## config.mk

```make
export PLATFORM = sky130hd
export DESIGN_NAME = zapper_ctrl_flat
export DESIGN_NICKNAME = d
export VERILOG_FILES = /design/src/rtl/zapper_if.sv /design/src/rtl/zapper_ctrl.sv /design/src/flat_wrapper.sv
export SDC_FILE = /design/constraint.sdc
export NUM_CORES = 1
export LEC_CHECK = 0
export CORE_AREA = 10 10 107 61
export CTS_BUF_LIST = sky130_fd_sc_hd__clkbuf_8
export DETAILED_ROUTE_END_ITERATION = 10
export DIE_AREA = 0 0 117 71
export REMOVE_ABC_BUFFERS = 1
export SLEW_MARGIN = 0
export SYNTH_ARGS = -nofsm -noshare
export SYNTH_HDL_FRONTEND = slang
export SYNTH_SLANG_ARGS = --single-unit
```

## constraint.sdc

```tcl
create_clock -name clk -period 2.15 [get_ports clk]
set_clock_uncertainty 0.1 [all_clocks]
set_input_delay 0.215 -clock clk [delete_from_list [all_inputs] [get_ports clk]]
set_output_delay 0.215 -clock clk [all_outputs]
set_load 0.01 [all_outputs]
```

## src/rtl/zapper_if.sv

```systemverilog
// Pin-level and pattern_gen-facing signals of the light-gun front end.
// The slave side is zapper_ctrl; the master side is whatever drives the pins and frame timing.
interface zapper_if;
  logic trigger;
  logic detect;
  logic frame_start;
  logic valid;
  logic flash_black;
  logic flash_target;
  logic hit;
  logic miss;
  logic busy;

  modport master (
    output trigger, detect, frame_start, valid,
    input  flash_black, flash_target, hit, miss, busy
  );

  modport slave (
    input  trigger, detect, frame_start, valid,
    output flash_black, flash_target, hit, miss, busy
  );
endinterface

```

## src/rtl/zapper_ctrl.sv

```systemverilog
// Light-gun front end: synchronises and debounces the trigger, runs the black/target
// flash sequence on frame boundaries and scores the photodiode response as hit or miss.
module zapper_ctrl #(
  parameter int unsigned DEBOUNCE_CYCLES = 250000,
  parameter int unsigned BLACK_FRAMES    = 1,
  parameter int unsigned TARGET_FRAMES   = 1,
  parameter int unsigned HIT_THRESH      = 64,
  parameter int unsigned COOLDOWN_FRAMES = 15
) (
  input  logic    clk,
  input  logic    reset,
  zapper_if.slave zif
);
  localparam int unsigned DB_W    = (DEBOUNCE_CYCLES > 1) ? $clog2(DEBOUNCE_CYCLES) : 1;
  localparam int unsigned FMAX_BT = (BLACK_FRAMES > TARGET_FRAMES) ? BLACK_FRAMES : TARGET_FRAMES;
  localparam int unsigned FMAX    = (FMAX_BT > COOLDOWN_FRAMES) ? FMAX_BT : COOLDOWN_FRAMES;
  localparam int unsigned FC_W    = $clog2(FMAX + 1);
  localparam int unsigned HC_W    = (HIT_THRESH > 0) ? $clog2(HIT_THRESH + 1) : 1;

  typedef enum logic [2:0] {IDLE, ARM, BLACK, TARGET, RESULT, COOLDOWN} state_e;

  state_e state, state_d;

  logic            trig_s1, trig_s2, det_s1, det_s2;
  logic [DB_W-1:0] db_cnt;
  logic            trig_db, trig_db_q;
  logic            shot_req;
  logic [FC_W-1:0] fcnt, fcnt_inc;
  logic [HC_W-1:0] hcnt;
  logic            ambient;
  logic            busy_d, flash_black_d, flash_target_d;

  // Two-flop synchronisers for the asynchronous pins.
  always_ff @(posedge clk or negedge reset) begin
    if (!reset) begin
      trig_s1 <= 1'b0;
      trig_s2 <= 1'b0;
      det_s1  <= 1'b0;
      det_s2  <= 1'b0;
    end else begin
      // NOTE: non-blocking assignment so each flop captures its pre-edge input; blocking would collapse the chain into one stage.
      trig_s1 <= zif.trigger;
      trig_s2 <= trig_s1;
      det_s1  <= zif.detect;
      det_s2  <= det_s1;
    end
  end

  // The counter runs only while the synced level disagrees with the accepted one.
  always_ff @(posedge clk or negedge reset) begin
    if (!reset) begin
      db_cnt    <= '0;
      trig_db   <= 1'b0;
      trig_db_q <= 1'b0;
    end else begin
      trig_db_q <= trig_db;
      if (trig_s2 == trig_db) begin
        db_cnt <= '0;
      end else if (db_cnt == DB_W'(DEBOUNCE_CYCLES - 1)) begin
        trig_db <= trig_s2;
        db_cnt  <= '0;
      end else begin
        db_cnt <= db_cnt + 1'b1;
      end
    end
  end

  assign shot_req = trig_db & ~trig_db_q;
  assign fcnt_inc = fcnt + 1'b1;

  always_ff @(posedge clk or negedge reset) begin
    if (!reset) state <= IDLE;
    else        state <= state_d;
  end

  always_comb begin
    // NOTE: default first so every path assigns state_d and no latch is inferred.
    state_d = state;
    unique case (state)
      IDLE:     if (shot_req) state_d = ARM;
      ARM:      if (zif.frame_start) state_d = BLACK;
      BLACK:    if (zif.frame_start && fcnt_inc == FC_W'(BLACK_FRAMES)) state_d = TARGET;
      TARGET:   if (zif.frame_start && fcnt_inc == FC_W'(TARGET_FRAMES)) state_d = RESULT;
      RESULT:   state_d = COOLDOWN;
      COOLDOWN: begin
        if (COOLDOWN_FRAMES == 0 ||
            (zif.frame_start && fcnt_inc == FC_W'(COOLDOWN_FRAMES))) state_d = IDLE;
      end
      default:  state_d = IDLE;
    endcase
  end

  // Frame counter restarts on every stage change; pixel tally and ambient flag cover one shot.
  always_ff @(posedge clk or negedge reset) begin
    if (!reset) begin
      fcnt    <= '0;
      hcnt    <= '0;
      ambient <= 1'b0;
    end else begin
      if (state != state_d) begin
        fcnt <= '0;
      end else if (zif.frame_start && (state == BLACK || state == TARGET || state == COOLDOWN)) begin
        fcnt <= fcnt_inc;
      end

      if (state == ARM) begin
        ambient <= 1'b0;
      end else if (state == BLACK && zif.valid && det_s2) begin
        ambient <= 1'b1;
      end

      if (state == BLACK) begin
        hcnt <= '0;
      end else if (state == TARGET && zif.valid && det_s2 && hcnt != '1) begin
        hcnt <= hcnt + 1'b1;
      end
    end
  end

  // Flash and busy follow the next state so they update in the cycle after frame_start.
  always_comb begin
    busy_d         = (state_d != IDLE);
    flash_black_d  = (state_d == BLACK);
    flash_target_d = (state_d == TARGET);
    zif.hit        = 1'b0;
    zif.miss       = 1'b0;
    if (state == RESULT) begin
      if (!ambient && hcnt >= HC_W'(HIT_THRESH)) zif.hit  = 1'b1;
      else                                       zif.miss = 1'b1;
    end
  end

  always_ff @(posedge clk or negedge reset) begin
    if (!reset) begin
      zif.busy         <= 1'b0;
      zif.flash_black  <= 1'b0;
      zif.flash_target <= 1'b0;
    end else begin
      zif.busy         <= busy_d;
      zif.flash_black  <= flash_black_d;
      zif.flash_target <= flash_target_d;
    end
  end
endmodule

```

## src/flat_wrapper.sv

```systemverilog
// flat-port wrapper written by rule: the top's interface ports become plain ports
module zapper_ctrl_flat 
#(
  parameter int unsigned DEBOUNCE_CYCLES = 250000,
  parameter int unsigned BLACK_FRAMES    = 1,
  parameter int unsigned TARGET_FRAMES   = 1,
  parameter int unsigned HIT_THRESH      = 64,
  parameter int unsigned COOLDOWN_FRAMES = 15
)
  (clk, reset, zif_trigger, zif_detect, zif_frame_start, zif_valid, zif_flash_black, zif_flash_target, zif_hit, zif_miss, zif_busy);
  zapper_if zif_i ();
  input  logic clk;
  input  logic reset;
  input wire logic [$bits(zif_i.trigger)-1:0] zif_trigger;
  input wire logic [$bits(zif_i.detect)-1:0] zif_detect;
  input wire logic [$bits(zif_i.frame_start)-1:0] zif_frame_start;
  input wire logic [$bits(zif_i.valid)-1:0] zif_valid;
  output wire logic [$bits(zif_i.flash_black)-1:0] zif_flash_black;
  output wire logic [$bits(zif_i.flash_target)-1:0] zif_flash_target;
  output wire logic [$bits(zif_i.hit)-1:0] zif_hit;
  output wire logic [$bits(zif_i.miss)-1:0] zif_miss;
  output wire logic [$bits(zif_i.busy)-1:0] zif_busy;
  assign zif_i.trigger = zif_trigger;
  assign zif_i.detect = zif_detect;
  assign zif_i.frame_start = zif_frame_start;
  assign zif_i.valid = zif_valid;
  assign zif_flash_black = zif_i.flash_black;
  assign zif_flash_target = zif_i.flash_target;
  assign zif_hit = zif_i.hit;
  assign zif_miss = zif_i.miss;
  assign zif_busy = zif_i.busy;
  zapper_ctrl #(.DEBOUNCE_CYCLES(DEBOUNCE_CYCLES), .BLACK_FRAMES(BLACK_FRAMES), .TARGET_FRAMES(TARGET_FRAMES), .HIT_THRESH(HIT_THRESH), .COOLDOWN_FRAMES(COOLDOWN_FRAMES)) u_core (.clk(clk), .reset(reset), .zif(zif_i));
endmodule
```

Yosys cells after proc, flatten, opt, wreduce, memory -nomap -nowiden

Cells that the tools add are included.

Output and inout bits: 5
Flip-flop bits (word level): 42
Memories kept: 0
Bits in read-only memories: 0
RAM bits: 0
Bits in latches: 0

Equality and inequality tests: 13
Reduce and logical (&&, ||, !) cells: 18
Bitwise operators: 3
Multiplexer cells: 18
Div/mod/pow operators: 0
Multiply operators: 0
$lt $le $gt $ge: 1
Shift-type cells: 0
$add $sub $neg: 3

Operators by type and width:

| cell                                                                   | count |
|---|---|
| 18-bit 2-to-1 mux                                                      | 2 |
| 18-bit by 1-bit adder with 18-bit output (second input constant)       | 1 |
| 18-bit equality test (second input constant)                           | 1 |
| 3-bit case mux with 6 select lines                                     | 1 |
| 3-bit 2-to-1 mux                                                       | 5 |
| 7-bit 2-to-1 mux                                                       | 2 |
| 3-bit by 2-bit equality test with 1-bit output (second input constant) | 4 |
| 1-bit logical AND                                                      | 9 |
| 4-bit 2-to-1 mux                                                       | 2 |
| 7-bit by 1-bit adder with 7-bit output (second input constant)         | 1 |
| 7-bit >= comparator (second input constant)                            | 1 |
| 7-bit inequality test (second input constant)                          | 1 |
| 3-bit equality test (second input constant)                            | 2 |
| 1-bit 2-to-1 mux                                                       | 6 |
| 2-bit nonzero test                                                     | 3 |
| 4-bit by 1-bit adder with 4-bit output (second input constant)         | 1 |
| 4-bit by 1-bit equality test with 1-bit output (second input constant) | 1 |
| 4-bit equality test (second input constant)                            | 1 |
| 3-bit by 1-bit equality test with 1-bit output (second input constant) | 1 |
| 3-bit zero test                                                        | 1 |
| 3-bit inequality test                                                  | 1 |
| 3-bit nonzero test                                                     | 1 |
| 1-bit logical OR                                                       | 2 |
| 1-bit NOT                                                              | 2 |
| 4 further kinds                                                        | 4 |

Longest topological paths before layout

Gate-level depths: netlist of run 1.

Depth after elaboration: 7
Gate-level depth with buffers: 7

Worst setup path before layout of run 1

OpenSTA, ideal clock, no wires.

Path kind: register to register
Start point: register u_core.fcnt[0]
End point: register u_core.zif.busy
Path slack: -0.126 ns
Clock period less this slack: 2.276 ns
Path buffers: 0
Setup time: 0.131 ns
Stages on the path, launching flop included: 7
Required time: 1.919 ns
Arrival time: 2.045 ns
Cell sequence: dfrtp_1 -> ha_1 -> xnor2_1 -> and3_4 -> o22ai_1 -> or4_4 -> or3_1

Longest elaborated chain between the ends: 6
Elaborated cells between the ends (all ways): 10
Those cells by class: 1 x add/sub; 2 x eq/ne; 4 x mux; 3 x reduce/logical

RTL lines:

| what                                                                                         | line                                                    | RTL |
|---|---|---|
| start: declaration                                                                           | zapper_ctrl.sv:28                                       | `logic [FC_W-1:0] fcnt, fcnt_inc;` |
| start signal: assignment                                                                     | zapper_ctrl.sv:103                                      | `fcnt <= fcnt_inc;` |
| 4-bit by 1-bit adder with 4-bit output *                                                     | zapper_ctrl.sv:69                                       | `assign fcnt_inc = fcnt + 1'b1;` |
| 4-bit equality test / 4-bit by 1-bit equality test with 1-bit output (equally long branches) | zapper_ctrl.sv:87, zapper_ctrl.sv:82, zapper_ctrl.sv:83 |  |
| 1-bit logical AND, on equally long branches                                                  | zapper_ctrl.sv:87, zapper_ctrl.sv:82, zapper_ctrl.sv:83 |  |
| 3-bit 2-to-1 mux, on equally long branches                                                   | zapper_ctrl.sv:86, zapper_ctrl.sv:82, zapper_ctrl.sv:83 |  |
| 3-bit case mux with 6 select lines *                                                         | zapper_ctrl.sv:79                                       | `unique case (state)` |
| via u_core.state_d[0]                                                                        | zapper_ctrl.sv:22                                       | `state_e state, state_d;` |
| 3-bit nonzero test *                                                                         | zapper_ctrl.sv:122                                      | `busy_d = (state_d != IDLE);` |
| via u_core.busy_d                                                                            | zapper_ctrl.sv:31                                       | `logic busy_d, flash_black_d, flash_target_d;` |
| end signal: assignment                                                                       | zapper_ctrl.sv:139                                      | `zif.busy <= busy_d;` |
| end: declaration                                                                             | zapper_if.sv:21                                         | `output flash_black, flash_target, hit, miss, busy` |

Mark *: on every way through the listed nets, which the timed path passes. The rest lies on a longest branch.
A chain may end at the register's enable or synchronous reset.

Worst setup path after layout of run 1

Start point: register u_core.fcnt[1]
End point: register u_core.zif.busy

Same word-level chain as after synthesis.

==> key figures, run 1 <==
Die
  – Die Y: approximately 71 microns
  – Initial cell density of the core: 43.8%
  – Std cell rows: 18
  – Core Region: ~4700 sq um
  – Io pins: 11
  – Die footprint: just over 8000 sq um
  – Die span in x: between 100 and 150 microns

Drt
  – 1st-iter DRT viols: roughly 130
  – Total routed wirelength: around 4000 microns
  – Via density: ~5.0
  – WL/cell: around 14 microns
  – Pre-Repair DR Iteration Count: 5
  – Antenna Nets Post-Route: 0
  – Vias: roughly 1500
  – Residual DRC count: 0

Setup path
  – Critical R2R Capture: u_core.zif.busy
  – WP data arrival: roughly 2.2 ns
  – CP endpoint kind: flop
  – Crit-path cells: ha_2 > xnor2_2 > and3_4 > o22ai_2 > or4_4 > or3_1
  – Max FO, Critical Path: 4
  – Worst Setup SP: u_core.fcnt[1]
  – R2r setup slk: -0.006 ns
  – R2R depth: 6
  – Required time worst endpoint: approximately 2.2 ns
  – Crit Reg-Reg Startpoint: u_core.fcnt[1]
  – Critical path capture point: u_core.zif.busy
  – WS Path Type: flop to flop
  – CP max-delay cell: or4_4
  – Worst path max stage delay: between 0.5 and 0.6 ns
  – Critical Path Start Type: flop

Power and ir drop
  – Pleak: about 1.1 nW
  – Combinational Power Share: a little under a third
  – Cell Pwr Density: 956 nW/um^2
  – Pint: around 1.6 mW
  – Sw frac: a little under a third
  – Seq pwr share: between 40% and 50%
  – Worst IR drop on VDD: 0.000568 V
  – Switch Pwr: around 0.75 mW
  – Clk pwr share: between 20% and 30%
  – Design Power: 2.40 mW

Synthesis
  – Mux contribution to synthesized area: ~1.5%
  – Main area contributors after synthesis: dfrtp_1 51%, nor2_1 7.6%, xor2_1 7.2%, xnor2_1 4.7%, ha_1 3.0%
  – Post-Syn Area: just over 2000 sq um
  – Syn avg cell area: between 9 and 10 sq um
  – Top_reg_cell synth: dfrtp_1
  – Post-synth top area share: between 50% and 60%
  – Async SR Flop Fraction: 100%
  – Synth Area in Compound Gates: under 10%
  – Simple logic cell fraction of the synthesized area: about a quarter
  – Part of the Yosys area used for sequential elements: between 50% and 60%
  – EDFF count, synth: 0
  – Synth Register Bits: 42
  – Netlist cell types: 39
  – Syn Inst Count: 208
  – Yosys warns: 0
  – Synth area leader: dfrtp_1
  – XOR/XNOR Fraction of Synth Area: 12.6%
  – Largest family of logic cells by synthesized area: simple AND/OR/NAND/NOR gates
  – Synth Area in Adders: about 3.0%

Clocking
  – TritonCTS Sinks: 42
  – CTS tree: done
  – Number of buffers created by CTS: 5
  – Root cell of the clock tree: clkbuf_8
  – Skew-Pair Late Insertion Delay: roughly 0.29 ns
  – Postcts setup bufs: 0
  – CTS clock-pin slew for the worst setup and hold paths: roughly 0.080 ns
  – H-tree depth: 2
  – Maximum clock insertion buffer count: 2

Status
  – Status: finished with violations
  – Violated checks: setup timing

STA
  – Worst Tran Pin Value: between 0.4 and 0.5 ns
  – Period utilization: 100%
  – Final hold violations: 0
  – Final slew viol count: 0
  – Final setup vio count: 1
  – RSZ-0062 raised after global routing: true
  – Slew HR: just over 70%
  – Fin worst setup slack: -0.00632 ns
  – F_max: roughly 460 MHz
  – Tmin final: 2.16 ns

Worst hold path
  – Worst min-delay path category: flop to flop
  – Hold path cells: 0

Place
  – I/O Buffers: 10
  – Setup WS pre-CTS: -0.101 ns
  – DP Wirelength: approximately 3000 microns
  – Placed inst area: ~2300 sq um
  – Inst Count DP: 288
  – GP Congestion: 0.785

Global route
  – Tot GR Track Use: between 10% and 20%
  – Vias in the first global route: 1346
  – First-pass GRT wire length: around 7000 microns
  – Largest net degree at the start of global routing: 43
  – Total grt overflow: 0
  – Antenna violations before repair: 0

Cells and area
  – Final Util: between 50% and 60%
  – Layout Nets: 247
  – Area delta synth->final: 21.3%
  – Fraction of layout cells with a size suffix above 1: between 10% and 20%
  – Final non-filler cell total: between 200 and 300
  – Most frequent cells in the layout: 41 x nor2_1, 41 x dfrtp_1, 16 x xor2_1
  – Post-route cell area: around 2500 sq um
  – Antenna cell count: 0
  – Fillers: between 400 and 500

Job
  – Max_cap viols: 0
==> flip-flops by register name, summed over array words and instances, names as in the netlist <==
name and cells:
u_core.db_cnt 18, u_core.hcnt 7, u_core.fcnt 4, u_core.state 3, u_core.ambient 1, u_core.det_s1 1
u_core.det_s2 1, u_core.trig_db 1, u_core.trig_db_q 1, u_core.trig_s1 1, u_core.trig_s2 1, u_core.zif.busy 1
u_core.zif.flash_black 1, u_core.zif.flash_target 1
==> logic make-up (layout without fill, tap and decap cells) <==
logic type / count (synthesis) / after routing
muxes: 3 / 3
buffers and inverters: 12 / 40
AOI/OAI and AO/OA: 14 / 14
and+or+nand+nor: 103 / 103
adders and majority gates: 5 / 5
xor gates and xnor gates: 29 / 29
DFF: 42 / 42
==> per-layer routing <==
metal / track usage [%] / part of all wire [%] / vias to the layer above / routed length [microns]
met4: 4.50 / 1.1 / 0 / 46
met3: 3.87 / 7.8 / 4 / 314
met1: 16.8 / 55 / 679 / 2210
met5: 0 / 0 / - / 0
li1: - / - / 763 / -
met2: 12.2 / 36 / 44 / 1470
==> cell usage after synthesis (all sizes together) (5+ instances only) <==
cell type	count
nand3	9
nor2	42
nand2	14
ha	5
nand4	7
nand2b	5
xnor2	12
and3	5
inv	7
xor2	17
dfrtp	42
==> what timing repair did <==
item	CTS	global route
hold buffers	1	0
endpoints found under the hold margin	42	0
endpoints found under the setup margin	1	3
pin swaps	1	4
gates resized for setup	2	10
==> worst min path at each step <==
stage / from / end / slack, ns
after floorplan: reset / u_core.ambient / -0.18
after global placement: reset / u_core.fcnt[0] / 0.11
after detailed placement: reset / u_core.fcnt[1] / 0.11
after CTS: u_core.trig_s1 / u_core.trig_s2 / 0.26
after global routing: u_core.trig_s1 / u_core.trig_s2 / 0.27
final: u_core.trig_s1 / u_core.trig_s2 / 0.25
==> stage by stage <==
| step | hold WS (ns) | TNS [ns] |
|---|---|---|
| floorplan | -0.181 | -0.126 |
| global placement | 0.107 | -0.0719 |
| detailed placement | 0.113 | -0.101 |
| CTS | 0.255 | 0 |
| global route | 0.274 | -0.0646 |
| finish | 0.251 | -0.00632 |
==> cell type report <==
class / instances / area, sq um / area share (%)
sequential: 42 / 1050 / 41.9
multi-input combinational: 154 / 1010 / 40.3
timing repair buffer: 26 / 233 / 9.27
clock buffer: 6 / 82.6 / 3.29
tap: 60 / 75.1 / 2.99
clock inverter: 1 / 30.0 / 1.20
inverter: 7 / 26.3 / 1.05
==> critical path: cells and delay by family, from the launching register on <==
family	cells	cell delay [ns]
AND/OR/NAND/NOR	3	1.12
AO/OA/AOI/OAI	1	0.08
XOR/XNOR	1	0.15
adder cells (fa/ha/maj)	1	0.20
flip-flops	1	0.39
==> power by group through the flow <==
stage               clock network [mW]  registers, mW  logic [mW]
detailed placement                   0           1.01       0.737
global route                     0.700           1.01       0.842
global placement                     0           1.01       0.738
finish                           0.639          0.999       0.762
CTS                              0.658          0.994       0.742
floorplan                            0           1.01       0.395
(Power assumes the default switching activity.)
==> run 2, diff against run 1 <==
--- a/config.mk
+++ b/config.mk
@@ -5,6 +5,7 @@
 export SDC_FILE = /design/constraint.sdc
 export NUM_CORES = 1
 export LEC_CHECK = 0
+export CAP_MARGIN = 30
 export CORE_AREA = 10 10 107 61
 export CTS_BUF_LIST = sky130_fd_sc_hd__clkbuf_8
 export DETAILED_ROUTE_END_ITERATION = 10
==> results of run 2 <==
The final DEF is identical to that of run 1; final timing and power are the same.
==> run 3, diff against run 2 <==
--- a/config.mk
+++ b/config.mk
@@ -10,6 +10,7 @@
 export CTS_BUF_LIST = sky130_fd_sc_hd__clkbuf_8
 export DETAILED_ROUTE_END_ITERATION = 10
 export DIE_AREA = 0 0 117 71
+export RECOVER_POWER = 100
 export REMOVE_ABC_BUFFERS = 1
 export SLEW_MARGIN = 0
 export SYNTH_ARGS = -nofsm -noshare
==> constraint.sdc (replaced) <==
create_clock -name clk -period 2.21 [get_ports clk]
set_clock_uncertainty 0.1 [all_clocks]
set_input_delay 0.221 -clock clk [delete_from_list [all_inputs] [get_ports clk]]
set_output_delay 0.221 -clock clk [all_outputs]
set_load 0.01 [all_outputs]
==> key figures, run 3 (synthesis results as in run 1) <==
Clocking
  – Root cell of the clock tree: clkbuf_8
  – TritonCTS Sinks: 42
  – Maximum clock insertion buffer count: 2
  – CTS tree: done
  – Postcts setup bufs: 0
  – CTS clock-pin slew for the worst setup and hold paths: ~0.08 ns
  – Skew-Pair Late Insertion Delay: ~0.28 ns
  – H-tree depth: 2
  – Number of buffers created by CTS: 5

Place
  – GP Congestion: ~0.80
  – DP Wirelength: 2900 microns
  – I/O Buffers: 10
  – Placed inst area: between 2000 and 2500 sq um

Global route
  – Tot GR Track Use: between 10% and 20%
  – Met1 Use GR: roughly 17%
  – Grt met3 use: around 3.3%
  – Top Usage Layer GRT: met1
  – Vias in the first global route: roughly 1400
  – Grt met2 use: between 10% and 20%
  – Total grt overflow: 0
  – Largest net degree at the start of global routing: 43
  – Antenna violations before repair: 0
  – First-pass GRT wire length: roughly 7000 microns

Worst hold path
  – Worst min-delay path category: flop to flop
  – Hold path startpoint: u_core.det_s1

STA
  – Final setup vio count: 0
  – Period utilization: between 90% and 100%
  – Setup TNS: 0 ns
  – F_max: 458 MHz
  – RSZ-0062 raised after global routing: true
  – Hold_ws: ~0.25 ns
  – Tmin final: 2.19 ns
  – Worst Tran Pin Value: 1.05 ns
  – Final hold violations: 0
  – Final slew viol count: 0
  – Slew HR: between 30% and 40%

Cells and area
  – Most frequent cells in the layout: 41 x nor2_1, 41 x dfrtp_1, 16 x xor2_1
  – Layout Nets: 245
  – Number of flip-flops in the largest register: 18
  – Biggest register: u_core.db_cnt
  – Largest registers: u_core.db_cnt (18), u_core.hcnt (7), u_core.fcnt (4)
  – Area delta synth->final: 18.5%
  – Antenna cell count: 0
  – Fraction of layout cells with a size suffix above 1: between 10% and 20%
  – Fillers: between 400 and 500
  – Post-route cell area: 2450 sq um
  – Final Util: around 52%

Setup path
  – WS Path Type: flop to flop
  – Max FO, Critical Path: 4
  – Critical Path Start Type: flop
  – Worst Setup SP: u_core.fcnt[1]
  – Crit Reg-Reg Startpoint: u_core.fcnt[1]
  – Required time worst endpoint: between 2 and 2.5 ns
  – CP endpoint kind: flop
  – WP data arrival: around 2.3 ns

Power and ir drop
  – Seq pwr share: approximately 45%
  – Design Power: 2.20 mW
  – Sw frac: between 30% and 40%
  – Switch Pwr: 0.728 mW
  – Clk pwr share: around 23%
  – Pleak: approximately 1.1 nW
  – Cell Pwr Density: around 900 nW/um^2
  – Combinational Power Share: between 30% and 40%
  – Worst IR drop on VDD: 0.000399 V
  – Pint: 1.47 mW

Die
  – Core Region: roughly 4700 sq um
  – Die Y: between 70 and 80 microns
  – Initial cell density of the core: 43.8%
  – Std cell rows: 18
  – Io pins: 11
  – Die span in x: approximately 120 microns
  – Die footprint: approximately 8300 sq um

Drt
  – 1st-iter DRT viols: around 150
  – Pre-Repair DR Iteration Count: 4
  – Via density: roughly 5
  – Vias: about 1500
  – Total routed wirelength: about 4000 microns
  – Residual DRC count: 0
  – Antenna Nets Post-Route: 0
  – WL/cell: 13.5 microns

Job
  – Max_cap viols: 0

Status
  – Status: completed
-- run 3: final timing paths --
check / end / slack [ns] / cells past startpoint
worst max register to register: u_core.zif.busy / 0.02 / 6
worst min register to register: u_core.det_s2 / 0.25 / 0
worst max-delay path: u_core.zif.busy / 0.02 / 6
min in group asynchronous: u_core.db_cnt[1] / 0.63 / 3
worst min-delay path: u_core.det_s2 / 0.25 / 0
max in group asynchronous: u_core.state[1] / 0.68 / 3
-- run 3: power groups by stage --
stage | clock, mW | sequential [mW] | combinational [mW]
detailed placement | 0 | 0.990 | 0.696
finish | 0.511 | 0.979 | 0.711
floorplan | 0 | 0.982 | 0.384
global placement | 0 | 0.988 | 0.692
CTS | 0.535 | 0.977 | 0.702
global route | 0.573 | 0.998 | 0.802
-- run 3: final cells by class --
class                      count  area [sq um]  area share, %
sequential                    42          1050           42.9
multi-input combinational    154          1000           40.9
timing repair buffer          24           200           8.16
clock buffer                   6          82.6           3.37
tap                           60          75.1           3.06
inverter                       7          26.3           1.07
clock inverter                 2          12.5          0.510
-- run 3: worst max-delay path: stages, from the launching register on --
cell and delay, ns:
dfrtp_1 0.38, ha_2 0.21, xnor2_2 0.13, and3_4 0.19, and3_4 0.16, or4_4 0.53, or3_1 0.37
-- run 3: per-stage QoR --
step	instances	setup WS [ns]
finish	295	0.0247
global route	295	-0.0632
CTS	295	0.0329
detailed placement	286	-0.0503
global placement	286	-0.0247
floorplan	203	-0.0659
-- run 3: repair_timing --
item / in CTS / in global routing
hold endpoints to repair: 42 / 0
pin swaps: 0 / 5
setup endpoints to repair: 1 / 3
resized for setup: 2 / 7
hold buffers: 1 / 0
-- run 3: metal layers --
metal	routed length, microns	vias up
met3	244	2
met2	1470	33
li1	-	751
met4	14	0
met1	2270	681
met5	0	-
==> RTL change, RTL diff (config.mk and constraints of run 2) <==
`COOLDOWN_FRAMES` is set to 15 in 2 places; all go to 30.
--- a/src/rtl/zapper_ctrl.sv
+++ b/src/rtl/zapper_ctrl.sv
@@ -6,5 +6,5 @@
   parameter int unsigned TARGET_FRAMES   = 1,
   parameter int unsigned HIT_THRESH      = 64,
-  parameter int unsigned COOLDOWN_FRAMES = 15
+  parameter int unsigned COOLDOWN_FRAMES = 30
 ) (
   input  logic    clk,
--- a/src/flat_wrapper.sv
+++ b/src/flat_wrapper.sv
@@ -6,5 +6,5 @@
   parameter int unsigned TARGET_FRAMES   = 1,
   parameter int unsigned HIT_THRESH      = 64,
-  parameter int unsigned COOLDOWN_FRAMES = 15
+  parameter int unsigned COOLDOWN_FRAMES = 30
 )
   (clk, reset, zif_trigger, zif_detect, zif_frame_start, zif_valid, zif_flash_black, zif_flash_target, zif_hit, zif_miss, zif_busy);
Check against the original RTL: same outputs for any inputs over 10 cycles, from zero or initial values and one cycle with reset low; that may be too few to reach the edited logic, so the function may still have changed.
==> RTL change against run 2 <==
  * Final area decreased by 4.4%
  * Setup slack gained 0.26 ns
  * Wire length down 3.4%
  * Worst hold slack barely moved
  * Critical path depth did not move
  * Synthesized area grew 3.1%
  * Synthesized cell count grew 0.96%
  * Sequential cell count up 1
  * Critical endpoint is now u_core.fcnt[3]$_DFFE_PN0P_
Power is not compared: it rests on default switching activity, and its combinational part moved more than twofold at a synthesized area within 25%.
==> RTL change: results (changes against run 2) <==
<table>
<tr><th>Metric</th><th>Value</th></tr>
<tr><th colspan="2">Timing</th></tr>
<tr><td>Min Hold Slack</td><td>0.251 ns (-0.000345 ns)</td></tr>
<tr><td>Worst slew slack as a fraction of its limit</td><td>64.6% (-6.1 points)</td></tr>
<tr><th colspan="2">Drt</th></tr>
<tr><td>Routed length on met1</td><td>2270 µm (+2.7%)</td></tr>
<tr><td>Amount of wire on met2 after detailed routing</td><td>1390 µm (-5.4%)</td></tr>
<tr><td>Via total after detailed routing</td><td>1472 (-1.2%)</td></tr>
<tr><td>Final wirelength</td><td>3910 µm (-3.4%)</td></tr>
<tr><td>Initial DRC Count</td><td>74 (-42%)</td></tr>
<tr><td>Number of detailed-routing iterations run before antenna repair</td><td>4 (-1)</td></tr>
<tr><td>Routed wl met3</td><td>216 µm (-31%)</td></tr>
<tr><th colspan="2">Synth</th></tr>
<tr><td>Number of instances in the synthesized netlist</td><td>210 (+0.96%)</td></tr>
<tr><td>Share of the yosys chip area belonging to registers</td><td>50.4% (-0.35 points)</td></tr>
<tr><td>Number of unique standard cell types used by synthesis</td><td>45 (+15%)</td></tr>
<tr><td>Top cell type's share of synthesized area</td><td>50.4% (-0.35 points)</td></tr>
<tr><td>Most frequent cells after synthesis</td><td>43 x dfrtp_1, 38 x nor2_1, 21 x xor2_1</td></tr>
<tr><th colspan="2">Layout</th></tr>
<tr><td>Fillers</td><td>469 (+9.6%)</td></tr>
<tr><td>NumNets Final</td><td>238 (-3.6%)</td></tr>
<tr><td>Regs by FF count</td><td>u_core.db_cnt (18), u_core.hcnt (7), u_core.fcnt (5)</td></tr>
<tr><td>Sequential cell area</td><td>1080 µm² (+2.4%)</td></tr>
<tr><th colspan="2">Global route</th></tr>
<tr><td>Via count of the first global-routing pass</td><td>1362 (+1.2%)</td></tr>
<tr><td>Global-route usage over all layers</td><td>10.0% (-0.71 points)</td></tr>
<tr><th colspan="2">Setup path</th></tr>
<tr><td>Reg2Reg Setup Slack</td><td>0.25 ns (+0.26 ns)</td></tr>
<tr><td>Destination of the worst register-to-register timing path</td><td>u_core.fcnt[3]$_DFFE_PN0P_</td></tr>
<tr><td>Delay of the slowest cell on the worst path</td><td>0.43 ns (-0.11 ns)</td></tr>
<tr><th colspan="2">Place</th></tr>
<tr><td>Post-detailed-placement half-perimeter wirelength</td><td>2770 µm (-6.0%)</td></tr>
<tr><td>Placement-stage worst setup slack</td><td>0.118 ns (+0.218 ns)</td></tr>
<tr><th colspan="2">Status</th></tr>
<tr><td>Run status</td><td>completed</td></tr>
</table>
[RTL change: power by group]
part           total [mW]  switching (mW)  internal (mW)  leakage (nW)
Sequential          0.822         0.00550          0.816         0.588
Clock               0.515           0.263          0.252        0.0470
Combinational      0.0443          0.0281         0.0162         0.472
[RTL change: final cells by class]
type                       count  area share (%)
clock buffer                   6            3.44
clock inverter                 1           0.208
inverter                       6           0.938
tap                           60            3.13
timing repair buffer          16            6.15
multi-input combinational    155            41.3
sequential                    43            44.9
[RTL change: metal layers]
metal	track usage [%]	vias up
met2	11.9	27
li1	-	746
met4	2.45	0
met3	3.70	4
met5	0	-
met1	15.9	695
[RTL change: what timing repair did]
item,4_1_cts,5_1_grt
endpoints found under the setup margin,0,2
hold buffers,1,0
endpoints found under the hold margin,43,0
resized for setup,0,3
[RTL change: cell families (layout without fill, tap and decap cells)]
kind of cell | Yosys count | in the layout | share of synthesized area, %
compound gates | 20 | 20 | 6.98
xor+xnor | 28 | 28 | 11.5
fa+ha+maj | 5 | 5 | 2.93
buf+inv | 12 | 29 | 3.11
flops | 43 | 43 | 50.4
mux | 2 | 2 | 0.997
simple gates | 100 | 100 | 24.0
[RTL change: worst max path at each step]
stage / end / start / cells after the start
after floorplan: u_core.fcnt[0]$_DFFE_PN0P_ / u_core.fcnt[0]$_DFFE_PN0P_ / 6
after global placement: u_core.fcnt[1]$_DFFE_PN0P_ / zif_frame_start / 6
after detailed placement: u_core.fcnt[3]$_DFFE_PN0P_ / zif_frame_start / 6
after CTS: zif_hit / u_core.state[1]$_DFF_PN0_ / 4
after global routing: u_core.fcnt[1]$_DFFE_PN0P_ / u_core.fcnt[1]$_DFFE_PN0P_ / 6
final: u_core.fcnt[3]$_DFFE_PN0P_ / u_core.fcnt[1]$_DFFE_PN0P_ / 6
